--- src/rtl/alu_pkg.sv ---
// Shared definitions for the execute-stage ALU and the arbiter in front of it.
package alu_pkg;

    // funct3 encodings; ALU op and branch condition share the same code.
    localparam logic [2:0] F3_ADD_SUB = 3'b000;
    localparam logic [2:0] F3_BEQ     = 3'b000;
    localparam logic [2:0] F3_SLL     = 3'b001;
    localparam logic [2:0] F3_BNE     = 3'b001;
    localparam logic [2:0] F3_SLT     = 3'b010;
    localparam logic [2:0] F3_SLTU    = 3'b011;
    localparam logic [2:0] F3_XOR     = 3'b100;
    localparam logic [2:0] F3_BLT     = 3'b100;
    localparam logic [2:0] F3_SRL_SRA = 3'b101;
    localparam logic [2:0] F3_BGE     = 3'b101;
    localparam logic [2:0] F3_OR      = 3'b110;
    localparam logic [2:0] F3_BLTU    = 3'b110;
    localparam logic [2:0] F3_AND     = 3'b111;
    localparam logic [2:0] F3_BGEU    = 3'b111;

    // Selects SUB / SRA variants.
    localparam logic [6:0] F7_ALT = 7'b0100000;

    typedef struct packed {
        logic [31:0] pc;
        logic [31:0] rs1;
        logic [31:0] rs2;
        logic [2:0]  funct3;
        logic [6:0]  funct7;
    } alu_req_t;

    typedef struct packed {
        logic [31:0] res;
        logic        brtaken;
    } alu_rsp_t;

endpackage

--- src/rtl/rr_arbiter.sv ---
// Round-robin arbiter: scans from ptr upward (mod N), one-hot grant gated by en.
// ptr advances past the winner only when a grant is actually issued.
module rr_arbiter #(
    parameter int N = 2
) (
    input  logic                                  clk,
    input  logic                                  reset,
    input  logic [N-1:0]                          req,
    input  logic                                  en,
    output logic [N-1:0]                          gnt,
    output logic [((N > 1) ? $clog2(N) : 1)-1:0]  gnt_idx
);

    localparam int IDW = (N > 1) ? $clog2(N) : 1;

    logic [IDW-1:0] ptr;
    logic [IDW-1:0] win;
    logic           found;

    // Priority scan in two passes (ptr..N-1, then 0..ptr-1) so all bit selects are constant.
    always_comb begin
        found = 1'b0;
        win   = '0;
        for (int i = 0; i < N; i++) begin
            if (!found && req[i] && (i >= int'(ptr))) begin
                found = 1'b1;
                win   = IDW'(i);
            end
        end
        for (int i = 0; i < N; i++) begin
            if (!found && req[i] && (i < int'(ptr))) begin
                found = 1'b1;
                win   = IDW'(i);
            end
        end
    end

    // One-hot grant, suppressed when the downstream slot cannot take a result.
    always_comb begin
        gnt = '0;
        for (int i = 0; i < N; i++) begin
            gnt[i] = en && found && (win == IDW'(i));
        end
    end

    assign gnt_idx = win;

    // Pointer moves just past the granted requester, wrapping at N-1.
    always_ff @(posedge clk or negedge reset) begin
        if (!reset) begin
            ptr <= '0;
        end else if (en && found) begin
            if (win == IDW'(N - 1)) begin
                ptr <= '0;
            end else begin
                ptr <= win + IDW'(1);
            end
        end
    end

endmodule

--- src/rtl/alu_arbiter.sv ---
// Shares one combinational ALU between NREQ requesters and captures the
// result into a single registered response slot tagged with the requester id.
module alu_arbiter
    import alu_pkg::*;
#(
    parameter int NREQ = 2,
    parameter int IDW  = (NREQ > 1) ? $clog2(NREQ) : 1
) (
    input  logic              clk,
    input  logic              reset,
    input  logic [NREQ-1:0]   req_valid_i,
    output logic [NREQ-1:0]   req_ready_o,
    input  logic [NREQ*32-1:0] req_pc_i,
    input  logic [NREQ*32-1:0] req_rs1_i,
    input  logic [NREQ*32-1:0] req_rs2_i,
    input  logic [NREQ*3-1:0] req_funct3_i,
    input  logic [NREQ*7-1:0] req_funct7_i,
    output logic [31:0]       alu_pc_o,
    output logic [31:0]       alu_rs1_o,
    output logic [31:0]       alu_rs2_o,
    output logic [2:0]        alu_funct3_o,
    output logic [6:0]        alu_funct7_o,
    input  logic [31:0]       alu_res_i,
    input  logic              alu_brtaken_i,
    output logic              rsp_valid_o,
    input  logic              rsp_ready_i,
    output logic [31:0]       rsp_res_o,
    output logic              rsp_brtaken_o,
    output logic [IDW-1:0]    rsp_id_o
);

    alu_req_t       reqs [NREQ];
    alu_req_t       sel;
    alu_rsp_t       rsp_q;
    logic [IDW-1:0] gnt_idx;
    logic [IDW-1:0] id_q;
    logic           valid_q;
    logic           can_accept;
    logic           accept;

    // Unpack the flat per-requester buses into structs.
    always_comb begin
        for (int i = 0; i < NREQ; i++) begin
            reqs[i].pc     = req_pc_i[i*32 +: 32];
            reqs[i].rs1    = req_rs1_i[i*32 +: 32];
            reqs[i].rs2    = req_rs2_i[i*32 +: 32];
            reqs[i].funct3 = req_funct3_i[i*3 +: 3];
            reqs[i].funct7 = req_funct7_i[i*7 +: 7];
        end
    end

    // A drain and a new accept can share a cycle, so the slot never costs a bubble.
    assign can_accept = !valid_q || rsp_ready_i;

    rr_arbiter #(
        .N (NREQ)
    ) u_rr (
        .clk     (clk),
        .reset   (reset),
        .req     (req_valid_i),
        .en      (can_accept),
        .gnt     (req_ready_o),
        .gnt_idx (gnt_idx)
    );

    assign accept = |(req_valid_i & req_ready_o);

    // ALU operands follow the scan winner regardless of can_accept; zero when idle.
    always_comb begin
        sel = '0;
        if (|req_valid_i) begin
            sel = reqs[gnt_idx];
        end
    end

    assign alu_pc_o     = sel.pc;
    assign alu_rs1_o    = sel.rs1;
    assign alu_rs2_o    = sel.rs2;
    assign alu_funct3_o = sel.funct3;
    assign alu_funct7_o = sel.funct7;

    // Response slot: load on accept, clear valid on a bare drain, data holds otherwise.
    always_ff @(posedge clk or negedge reset) begin
        if (!reset) begin
            valid_q <= 1'b0;
            rsp_q   <= '0;
            id_q    <= '0;
        end else if (accept) begin
            valid_q       <= 1'b1;
            rsp_q.res     <= alu_res_i;
            rsp_q.brtaken <= alu_brtaken_i;
            id_q          <= gnt_idx;
        end else if (rsp_ready_i) begin
            valid_q <= 1'b0;
        end
    end

    assign rsp_valid_o   = valid_q;
    assign rsp_res_o     = rsp_q.res;
    assign rsp_brtaken_o = rsp_q.brtaken;
    assign rsp_id_o      = id_q;

endmodule

--- config.mk ---
export PLATFORM = sky130hd
export DESIGN_NAME = alu_arbiter
export DESIGN_NICKNAME = d
export VERILOG_FILES = /design/src/rtl/alu_pkg.sv /design/src/rtl/rr_arbiter.sv /design/src/rtl/alu_arbiter.sv
export SDC_FILE = /design/constraint.sdc
export NUM_CORES = 1
export LEC_CHECK = 0
export ABC_AREA = 1
export BUFFER_PORTS_ARGS = -buffer_cell sky130_fd_sc_hd__buf_2
export CORE_AREA = 2 2 153 155
export DETAILED_ROUTE_END_ITERATION = 8
export DIE_AREA = 0 0 155 157
export PLACE_DENSITY = 0.43
export SETUP_SLACK_MARGIN = 0.1
export SLEW_MARGIN = 20
export SYNTH_ARGS = -nofsm -noshare
export SYNTH_HDL_FRONTEND = slang
export SYNTH_HIERARCHICAL = 1
export SYNTH_SLANG_ARGS = --single-unit
--- constraint.sdc ---
create_clock -name clk -period 1.8 [get_ports clk]
set_clock_uncertainty 0.1 [all_clocks]
set_input_delay 0.36 -clock clk [delete_from_list [all_inputs] [get_ports clk]]
set_output_delay 0.36 -clock clk [all_outputs]
set_load 0.005 [all_outputs]
Word-level counts from Yosys, hierarchy flattened --
Index checks and enable logic that the tools add are counted. Widths: inputs -> output; s select.
Word-level totals: flip-flop bits (word level) 36, bits of input ports 250, output and inout port bits 143, logic and storage cells 38
Operators by class: add/sub/neg operators 1, order comparisons 3, multiplexer cells 12, bitwise operators 3, reduce and logical (&&, ||, !) cells 14
Operators with widths (count):
- $mux 106 | 4
- $mux 1 | 8
- $logic_and 1x1->1 | 7
- $reduce_or 2->1 | 2
- $logic_not 1->1 | 3
- $and 2x2->2 | 1
- $ge 2x2->1 const B | 1
- $not 1->2 | 1
- $reduce_bool 2->1 | 1
- $add 1x1->1 const B | 1
- $ge 1x1->1 const A | 1
- $logic_or 1x1->1 | 1
- $lt 1x1->1 const A | 1
- $not 1->1 | 1

Depth between registers and ports, before layout --
Gate-level depths: netlist of the first run.
word-level depth 15, depth in mapped cells 11, gate-level depth less buffers 10

Modules after synthesis --
The synthesis of the first run kept the hierarchy.
Modules (own cells, without submodules):
- alu_arbiter | instances 1, cells an instance 720, area an instance 3666.0 um^2, sequential area each 875.8 um^2
- rr_arbiter | instances 1, cells an instance 14, area an instance 80.1 um^2, sequential area each 25.0 um^2

Worst setup path after synthesis of the first run --
No wires, ideal clock.
path type reg-to-output, start reg u_rr.ptr, end out alu_rs1_o[0], arrival 1148 ps, required time 1340 ps, path slack 192 ps, stages on the path, launching flop included 11, path buffers 3, path through dfrtp_1 > inv_1 > nand2_1 > nand2_2 > inv_1 > buf_4 > buf_6 > buf_6 > nand2_1 > nand2_1 > nor2_1
Between the ends: longest elaborated chain between the ends 15, elaborated cells between the ends (all ways) 17, classes of those cells order compare: 2; mux: 8; bitwise: 1; reduce/logical: 6
Ends and longest elaborated chain:
- from (decl) | RTL line rr_arbiter.sv:16 | logic [IDW-1:0] ptr;
- from (signal assigned) | RTL line rr_arbiter.sv:56 | ptr <= win + IDW'(1);
- $ge 1x1->1 | RTL line rr_arbiter.sv:25 | if (!found && req[i] && (i >= int'(ptr))) begin
- $logic_and 1x1->1 | RTL line rr_arbiter.sv:25
- $mux 1 | RTL line rr_arbiter.sv:25
- $logic_not 1->1 | RTL line rr_arbiter.sv:25
- $logic_and 1x1->1 | RTL line rr_arbiter.sv:25
- $mux 1 | RTL line rr_arbiter.sv:25
- $logic_not 1->1 | RTL line rr_arbiter.sv:31 | if (!found && req[i] && (i < int'(ptr))) begin
- $logic_and 1x1->1 (2 in a row) | RTL line rr_arbiter.sv:31
- $mux 1 (*) | RTL line rr_arbiter.sv:31
- net gnt_idx | RTL line alu_arbiter.sv:35 | logic [IDW-1:0] gnt_idx;
- $not 1->2 (implied by the code) (*) | RTL line alu_arbiter.sv:72 | sel = reqs[gnt_idx];
- $mux 106 (implied by the code) (*) (3 in a row) | RTL line alu_arbiter.sv:72
- $mux 106 (*) | RTL line alu_arbiter.sv:71 | if (|req_valid_i) begin
- to (decl) | RTL line alu_arbiter.sv:19 | output logic [31:0] alu_rs1_o,
Mark *: on every way through the listed nets, which the timed path passes. The rest lies on a longest branch. The select of a mux whose other input is x is not followed.

Worst setup path in the final report of the first run --
start reg u_rr.ptr, end out alu_rs2_o[28]
Between the ends: longest elaborated chain between the ends 15, elaborated cells between the ends (all ways) 17, classes of those cells order compare: 2; mux: 8; bitwise: 1; reduce/logical: 6
Ends and longest elaborated chain:
- $ge 1x1->1 | RTL line rr_arbiter.sv:25
- $logic_and 1x1->1 | RTL line rr_arbiter.sv:25
- $mux 1 | RTL line rr_arbiter.sv:25
- $logic_not 1->1 | RTL line rr_arbiter.sv:25
- $logic_and 1x1->1 | RTL line rr_arbiter.sv:25
- $mux 1 | RTL line rr_arbiter.sv:25
- $logic_not 1->1 | RTL line rr_arbiter.sv:31
- $logic_and 1x1->1 (2 in a row) | RTL line rr_arbiter.sv:31
- $mux 1 (*) | RTL line rr_arbiter.sv:31
- net gnt_idx | RTL line alu_arbiter.sv:35
- $not 1->2 (implied by the code) (*) | RTL line alu_arbiter.sv:72
- $mux 106 (implied by the code) (*) (3 in a row) | RTL line alu_arbiter.sv:72
- $mux 106 (*) | RTL line alu_arbiter.sv:71
- to (decl) | RTL line alu_arbiter.sv:20 | output logic [31:0] alu_rs2_o,
Marked as above.

==> results.toml, run 1 <==
[pwr]
power_per_cell_area_nw_per_um2 = 635.2
pwr-share-clk_pct = 21.8
p_comb_share_pct = 52.9
p_sw_mw = 1.614
cellInternalPower_mw = 2.833
peakVddDrop_uv = 737.5
power.leakage_nw = 4.606
power_frac_seq_pct = 25.2
switching_share_pct = 36.29

[routing]
antenna_left = 0
dr.first_iter.drc_count = 238
vias_per_cell = 3.821
dr.pass1.iters = 4
drc_errors = 0
wl_per_cell_um = 13.90
vias = 5430
wl_um = 19760

[worst_setup_path]
critPathKind = "reg2out"
startpoint_type = "flop"
r2r_setup_slack_ns = -0.08
endpoint_kind = "output port"
crit_arrival_ns = 1.63
crit_path_top_delay_cell = "dfrtp_1"
r2r_start = "u_rr/ptr"
slowest_delay_ns = 0.35
r2r_cells = 13
r2r_end = "rsp_res_o[16]"
crit_chain = "inv_1 > nand2_2 > nand2_8 > inv_16 > buf_12 > buf_16 > nor2_4 > nor2_1 > buf_2"
required_ns = 1.34
cp_max_fo = 8

[cts]
clock_path_buffers = 2
path_clk_slew_ns = 0.06
clk_latency_ns = 0.28
cts-root-buf = "clkbuf_16"
clock-sinks = 36
htree_levels = 2
cts_buffers = 5
cts_tree = "done"

[sta]
finalHoldViolCount = 0
max_freq_ghz = 0.4787
period_minus_slack_ns = 2.089
worst_pin_slew_ns = 0.2817
max_slew_margin_pct = 81.21
setup-violations-final = 142
rsz0062_at_grt = "yes"
fin_crit_sh_pct = 116.0
fin_ws_ns = -0.2889
slew_violations = 0

[synthesis]
synthAdderAreaFrac_pct = 0
synth.largest_area_cell = "nand2_1"
synth.avg_cell_area_um2 = 5.104
synth_mux_area_share_pct = 0
yosys_warnings = 6
synth_compound_gate_area_share_pct = 0.1336
synthCells = 734
synth_top_family_by_area = "simple AND/OR/NAND/NOR gates"
syn_nets = 984
netlist_top_cells_area = "nand2_1 29%, dfrtp_1 24%, nor2_1 21%"
synth_xor_xnor_area_share_pct = 0
synth-simple-area-share_pct = 55.81
yosysSeqAreaShare_pct = 24.05
ys_types = 13
synth.top_cell.area_share_pct = 28.56
syn_area_um2 = 3746
synth_seq_cells = 36

[flow_run]
drv_cap = 0

[placement]
pre_cts_ws_ns = -0.05973
placed_area_um2 = 6060
io_buffers = 392
dp_cells = 1389
dp_hpwl_um = 13860
gp_congestion = 0.8258

[global_routing]
grt_pass1_wl_um = 26660
grt_overflow = 0
grt_use_total_pct = 13.53
antenna_found_initial = 1
grt_pass1_vias = 5002
grt_start_max_net_pins = 56

[die]
num_rows = 55
die_area_um2 = 24340
design.core.area_um2 = 22500
die_h_um = 157
io_pins = 393
initial_core_util_pct = 16.65
fp.dieW_um = 155

[run_status]
status = "finished, violations left"
violations = "negative setup slack"

[hold_path]
hold_depth = 3
holdCritStartpoint = "alu_res_i[12]"
whs_endpoint = "rsp_res_o[12]"
hp-class = "in2reg"

[final_layout]
fin_cells = 1421
fillers = 2578
drive_above_1_share_pct = 43.35
final_util_pct = 31.11
nNetsFinal = 1384
design_area_um2 = 7002
syn_to_final_growth_pct = 86.91
==> worst max-delay path: cells and delay by family (launching register included) <==
kind | cells | cell delay [ns]
and+or+nand+nor | 4 | 0.38
DFF | 1 | 0.35
buffers and inverters | 5 | 0.61
==> kinds of logic (layout without fill, tap and decap cells) <==
group	count (synthesis)	after routing
flip-flops	36	36
AO/OA/AOI/OAI	1	1
AND/OR/NAND/NOR	540	540
other	0	1
buffers and inverters	157	558
==> cell type report <==
class	count	area, um2	share of cell area (%)
inverter	113	440.4	6.290
clock inverter	2	35.03	0.5004
antenna	1	2.502	0.03574
clock buffer	6	128.9	1.841
multi-input combinational	541	2337	33.38
timing repair inverter	2	20.02	0.2859
timing repair buffer	435	2780	39.71
sequential	36	900.9	12.87
tap	285	356.6	5.093
==> state kept, by name (all words and copies together) (netlist names) <==
register       cells
rsp_res_o         32
rsp_valid_o        1
u_rr/ptr           1
rsp_id_o           1
rsp_brtaken_o      1
==> stage by stage <==
| stage | total power [mW] | hold WS (ns) | setup TNS, ns |
|---|---|---|---|
| floorplan | 2.079 | -0.03559 | 0 |
| global placement | 3.086 | 0.2483 | -0.9157 |
| detailed placement | 3.076 | 0.2438 | -0.9246 |
| CTS | 4.250 | 0.1690 | -20.85 |
| global route | 4.808 | 0.1779 | -36.59 |
| finish | 4.447 | 0.1742 | -24.32 |
==> per-layer routing <==
layer | track usage [%] | share of wire, %
met1 | 16.15 | 41
met3 | 3.414 | 7.8
met5 | 0 | 0
met2 | 24.34 | 50
met4 | 3.175 | 1.2
==> cell usage after synthesis <==
cell and n:
inv_1 112, buf_4 7, dfrtp_1 36, nand2_4 1
nor2_2 1, buf_2 23, nand3_1 35, inv_2 1
o21ai_0 1, nand2_2 4, buf_6 14, nand2_1 285
nor2_1 214
==> layout by cell type (no fill, tap or decap) <==
cell,count
clkinv_2,1
buf_8,1
buf_12,9
buf_2,391
inv_6,1
diode_2,1
nand2_1,278
nand3_1,35
inv_1,110
nor2_1,181
inv_8,1
dfrtp_1,36
dlygate4sd3_1,1
clkbuf_1,1
nor2_2,15
inv_16,1
inv_2,2
buf_16,9
o21ai_0,1
nand2_4,2
buf_4,10
nand2_2,7
buf_6,4
clkbuf_16,15
bufinv_16,1
nor2_4,19
nand2_8,3
==> power groups by stage <==
stage | registers, mW | logic [mW] | clock network, mW
floorplan | 1.14 | 0.935 | 0
global placement | 1.13 | 1.95 | 0
detailed placement | 1.13 | 1.95 | 0
CTS | 1.12 | 2.13 | 0.997
global route | 1.15 | 2.62 | 1.04
finish | 1.12 | 2.35 | 0.972
==> repair_timing <==
| action | in CTS | in global routing |
|---|---|---|
| pin swaps | 20 | 16 |
| endpoints found under the hold margin | 36 | 0 |
| gates cloned | 6 | 13 |
| setup buffers | 2 | 1 |
| hold buffers | 1 | 0 |
| resized for setup | 47 | 39 |
| endpoints found under the setup margin | 108 | 140 |
==> worst max-delay path by stage <==
stage / start / endpoint / slack [ns] / depth (start not counted)
floorplan: u_rr/ptr / alu_rs1_o[0] / 0.19 / 10
global placement: req_valid_i[1] / alu_rs2_o[5] / -0.06 / 7
detailed placement: req_valid_i[0] / alu_funct7_o[2] / -0.06 / 8
CTS: u_rr/ptr / alu_rs2_o[30] / -0.25 / 9
global route: u_rr/ptr / alu_funct3_o[0] / -0.35 / 9
finish: u_rr/ptr / alu_rs2_o[28] / -0.29 / 9
(Power assumes the default switching activity.)
==> run 2, diff against run 1 <==
- CELL_PAD_IN_SITES_DETAIL_PLACEMENT: unset -> 0
- CELL_PAD_IN_SITES_GLOBAL_PLACEMENT: unset -> 1
- PLACE_DENSITY: 0.43 -> 0.68
==> run 2 against run 1 <==
Against the previous run:
- the run still ends with negative setup slack left
- combinational power down 3%
- routed wire length decreased by 6.9%
- via count increased by 2.3%
- first-iteration DRC count grew 15%
- setup slack improved by 0.023 ns
- largest power group unchanged
- maximum frequency is 1.1% higher
- sequential cell count is the same
- cell area shrank 1.5%
- die area unchanged
- sequential share of layout area increased by 0.20 points
==> results.toml, run 2 (synthesis gave the netlist of run 1 again) <==
[run_status]
status = "finished, violations left"
violations = "negative setup slack"

[routing]
dr.pass1.iters = 4
vias = 5555
antenna_left = 0
wl_um = 18380
vias_per_cell = 3.890
drc_errors = 0
dr.first_iter.drc_count = 274
wl_per_cell_um = 12.87

[global_routing]
antenna_found_initial = 2
use_met3_pct = 3.194
grt_start_max_net_pins = 59
busiest_layer = "met2"
grt_pass1_wl_um = 25700
grt_overflow = 0
met1_usage_pct = 14.38
met2_usage_pct = 24.61
grt_pass1_vias = 5233
grt_use_total_pct = 12.84

[final_layout]
mostFrequentLayoutCells = "391 x buf_2, 259 x nand2_1, 199 x nor2_1"
drive_above_1_share_pct = 43.96
syn_to_final_growth_pct = 84.03
nNetsFinal = 1392
final_common_cell = "buf_2"
largest_reg_flops = 32

[die]
die_area_um2 = 24340
design.core.area_um2 = 22500
io_pins = 393
initial_core_util_pct = 16.65
fp.dieW_um = 155
die_h_um = 157
num_rows = 55

[sta]
setup-violations-final = 141
slew_violations = 0
worst_pin_slew_ns = 0.4839
finalHoldViolCount = 0
fin_ws_ns = -0.2661
max_freq_ghz = 0.4840
period_minus_slack_ns = 2.066
fin_crit_sh_pct = 114.8
max_slew_margin_pct = 67.74
tns_ns = -23.86
rsz0062_at_grt = "yes"

[cts]
clock-sinks = 36
clk_latency_ns = 0.28
cts-root-buf = "clkbuf_16"
clock_path_buffers = 2
cts_buffers = 5
htree_levels = 2
cts_tree = "done"
path_clk_slew_ns = 0.06

[worst_setup_path]
cp-startpoint = "u_rr/ptr"
crit_arrival_ns = 1.61
r2r_setup_slack_ns = -0.06
cp_max_fo = 15
required_ns = 1.34
critPathKind = "reg2out"
r2r_cells = 13
endpoint_kind = "output port"
r2r_start = "u_rr/ptr"
startpoint_type = "flop"
r2r_end = "rsp_res_o[30]"

[pwr]
power_per_cell_area_nw_per_um2 = 626.8
peakVddDrop_uv = 793.2
power.leakage_nw = 4.609
fin_total_pwr_mw = 4.321

[hold_path]
hp-class = "in2async"

[placement]
dp_hpwl_um = 13680
io_buffers = 392
gp_congestion = 0.7884

[flow_run]
drv_cap = 0
## run 2: cell types whose count changed in the layout (fill, tap and decap cells not counted), moves of 2 or more
cell / previous run / this run
buf_12: 9 / 18
buf_16: 9 / 1
buf_4: 10 / 12
buf_6: 4 / 11
buf_8: 1 / 5
clkbuf_16: 15 / 12
clkbuf_8: 0 / 2
nand2_1: 278 / 259
nand2_2: 7 / 26
nor2_1: 181 / 199
nor2_4: 19 / 1
## run 2: report_power, final
part	switching [mW]	internal (mW)	leakage [nW]
sequential	0.117	1.01	0.443
clock	0.335	0.581	0.0760
combinational	1.12	1.16	4.09
total	1.57	2.75	4.61
## run 2: worst max-delay path, stage by stage, from the launching register on
cell and delay, ns:
dfrtp_1 0.39, inv_1 0.06, nand2_1 0.05, nand2_2 0.10, inv_6 0.06, buf_12 0.15
buf_12 0.15, nand2_1 0.06, nand2_1 0.05, nor2_1 0.11, buf_2 0.13
## run 2: per-stage QoR
stage	setup WS [ns]	util (%)	instance area, um2	std cells	hold slack [ns]
finish	-0.2661	30.64	6894	1428	0.01246
global route	-0.3865	30.63	6892	1427	0.06175
CTS	-0.2860	29.14	6558	1416	0.03009
detailed placement	-0.04598	27.61	6212	1401	0.3301
global placement	-0.03672	27.61	6212	1401	0.3324
floorplan	0.1917	-	3746	734	-0.03559
## run 2: worst max-delay path by stage
stage | slack (ns) | end | cells past startpoint
after floorplan | 0.19 | alu_rs1_o[0] | 10
after global placement | -0.04 | alu_pc_o[23] | 10
after detailed placement | -0.05 | alu_pc_o[17] | 10
after CTS | -0.29 | alu_funct7_o[0] | 10
after global routing | -0.39 | alu_rs2_o[15] | 10
final | -0.27 | alu_pc_o[3] | 10
## run 2: what timing repair did
action                     in CTS  in global routing
gates cloned                    1                 11
gates resized for setup        39                 32
pin swaps                       9                  5
hold buffers                    0                  0
setup buffers                   8                  0
setup endpoints to repair     108                143
## run 2: area by class of cell
type | instances | area, um2
fillers | 2572 | 15610
repair buffers | 445 | 2809
multi-input cells | 541 | 2241
flip-flops and latches | 36 | 900.9
inverters | 113 | 431.7
well taps | 285 | 356.6
clock buffers | 7 | 152.6
diodes | 1 | 2.502
## run 2: per-layer routing
layer	share of wire (%)	wire length, um	vias up
li1	-	-	2910
met1	39	7129	2383
met2	52	9495	240
met3	8.1	1496	20
met4	1.4	250	2
met5	0.060	11	-
==> run 3, diff against run 2 <==
- CORE_AREA: 2 2 153 155 -> 2 2 155 157
- DIE_AREA: 0 0 155 157 -> 0 0 157 159
- PLACE_DENSITY: 0.68 -> 0.66
- clock period: 1.8 -> 2.5 ns (I/O delays scaled with it)
==> run 3 against run 2 <==
Against the previous run:
- the flow now finishes without violations
- sequential cell count unchanged
- register-to-register slack gained 0.76 ns
- setup slack improved by 0.52 ns
- hold slack gained 0.21 ns
- critical path depth shrank 2
- sequential share of layout area grew 1.6 points
- global-route usage decreased by 1.1 points
- cell count about the same
- combinational power fell by 42%
- die area up 2.6%
==> results.toml, run 3 (synthesis gave the netlist of run 1 again) <==
[sta]
setup-violations-final = 0
fin_crit_sh_pct = 89.81
max_freq_ghz = 0.4454
slew_violations = 0
tns_ns = 0
worst_pin_slew_ns = 0.8251
rsz0062_at_grt = "no"
finalHoldViolCount = 0
max_slew_margin_pct = 44.99
period_minus_slack_ns = 2.245

[worst_setup_path]
startpoint_type = "flop"
endpoint_kind = "output port"
required_ns = 1.90
critPathKind = "reg2out"
crit_arrival_ns = 1.65
cp_max_fo = 46

[cts]
postCtsSetupBuffers = 0
cts-root-buf = "clkbuf_16"
clock-sinks = 36
clk_latency_ns = 0.28
clock_path_buffers = 2
ctsHoldBuffers = 0
htree_levels = 2
cts_tree = "done"
path_clk_slew_ns = 0.06
cts_buffers = 5
ctsResizeCount = 0

[global_routing]
grt_overflow = 0
grt_use_total_pct = 11.74
antenna_found_initial = 0
grt_pass1_vias = 4801
grt_start_max_net_pins = 47
grt_pass1_wl_um = 24000

[placement]
placed_area_um2 = 5984
gp_congestion = 0.8123
dp_hpwl_um = 12950
io_buffers = 392

[final_layout]
drive_above_1_share_pct = 38.36
nNetsFinal = 1357
syn_to_final_growth_pct = 63.76
antenna_cells = 0
mostFrequentLayoutCells = "392 x buf_2, 285 x nand2_1, 214 x nor2_1"
largest_reg_flops = 32
design_area_um2 = 6135
final_common_cell = "buf_2"

[routing]
dr.pass1.iters = 4
wl_um = 16110
antenna_left = 0
drc_errors = 0
wl_per_cell_um = 11.29
vias_per_cell = 3.654
dr.first_iter.drc_count = 304
vias = 5214

[die]
die_h_um = 159
die_area_um2 = 24960
fp.dieW_um = 157
design.core.area_um2 = 23190
io_pins = 393
initial_core_util_pct = 16.15
num_rows = 56

[pwr]
power_per_cell_area_nw_per_um2 = 451.5
power.leakage_nw = 4.265
peakVddDrop_uv = 400.8

[run_status]
status = "finished, final reports clean"

[flow_run]
drv_cap = 0

[hold_path]
hp-class = "in2async"
## run 3: cell count changes in the layout (fill, tap and decap cells not counted), sizes merged
cell      before  now
buf          438  410
clkbuf        14    7
clkinvlp       0    1
diode          1    0
## run 3: path summary, 6_finish.rpt
check                         startpoint             to  slack [ns]  depth (start not counted)
max in group asynchronous          reset  rsp_res_o[17]        1.56                          1
max reg2reg                  rsp_valid_o   rsp_res_o[7]        0.70                          8
min reg2reg                     u_rr/ptr       u_rr/ptr        0.39                          2
min                                reset  rsp_res_o[11]        0.22                          1
min in group clk           alu_res_i[11]  rsp_res_o[11]        0.31                          3
max                             u_rr/ptr  alu_rs1_o[28]        0.25                          8
## run 3: area by class of cell
class	count	area, um2
Timing Repair Buffer	410	2160
Tap cell	319	399.1
Fill cell	2717	17060
Multi-Input combinational cell	541	2096
Clock inverter	1	7.507
Sequential cell	36	900.9
Clock buffer	7	142.6
Inverter	113	429.2
## run 3: critical path: stages (launching register included)
cell	delay [ns]
dfrtp_1	0.35
inv_1	0.04
nand2_1	0.06
nand2_2	0.09
inv_6	0.22
buf_12	0.24
nor2_1	0.09
nor2_1	0.11
buf_2	0.13
## run 3: power breakdown
| group | internal [mW] | leakage, nW | switching, mW | total (mW) |
|---|---|---|---|---|
| combinational | 0.631 | 3.75 | 0.698 | 1.33 |
| sequential | 0.728 | 0.443 | 0.0818 | 0.810 |
| clock | 0.397 | 0.0701 | 0.234 | 0.631 |
## run 3: routing by layer
layer / share of wire [%] / global-route usage [%]
met1: 41 / 13.05
met2: 50 / 22.69
met3: 8.5 / 2.422
met4: 1.0 / 2.335
met5: 0 / 0
## run 3: per-stage QoR
step	setup WS (ns)	total power [mW]	hold slack, ns	util, %	cells
after floorplan	0.6514	1.497	0.1044	-	734
after global placement	0.2564	2.172	0.3717	25.80	1419
after detailed placement	0.2606	2.167	0.3706	25.80	1419
after CTS	0.2289	2.824	0.2412	26.45	1427
after global routing	0.1268	3.024	0.2764	26.45	1427
final	0.2548	2.770	0.2202	26.45	1427
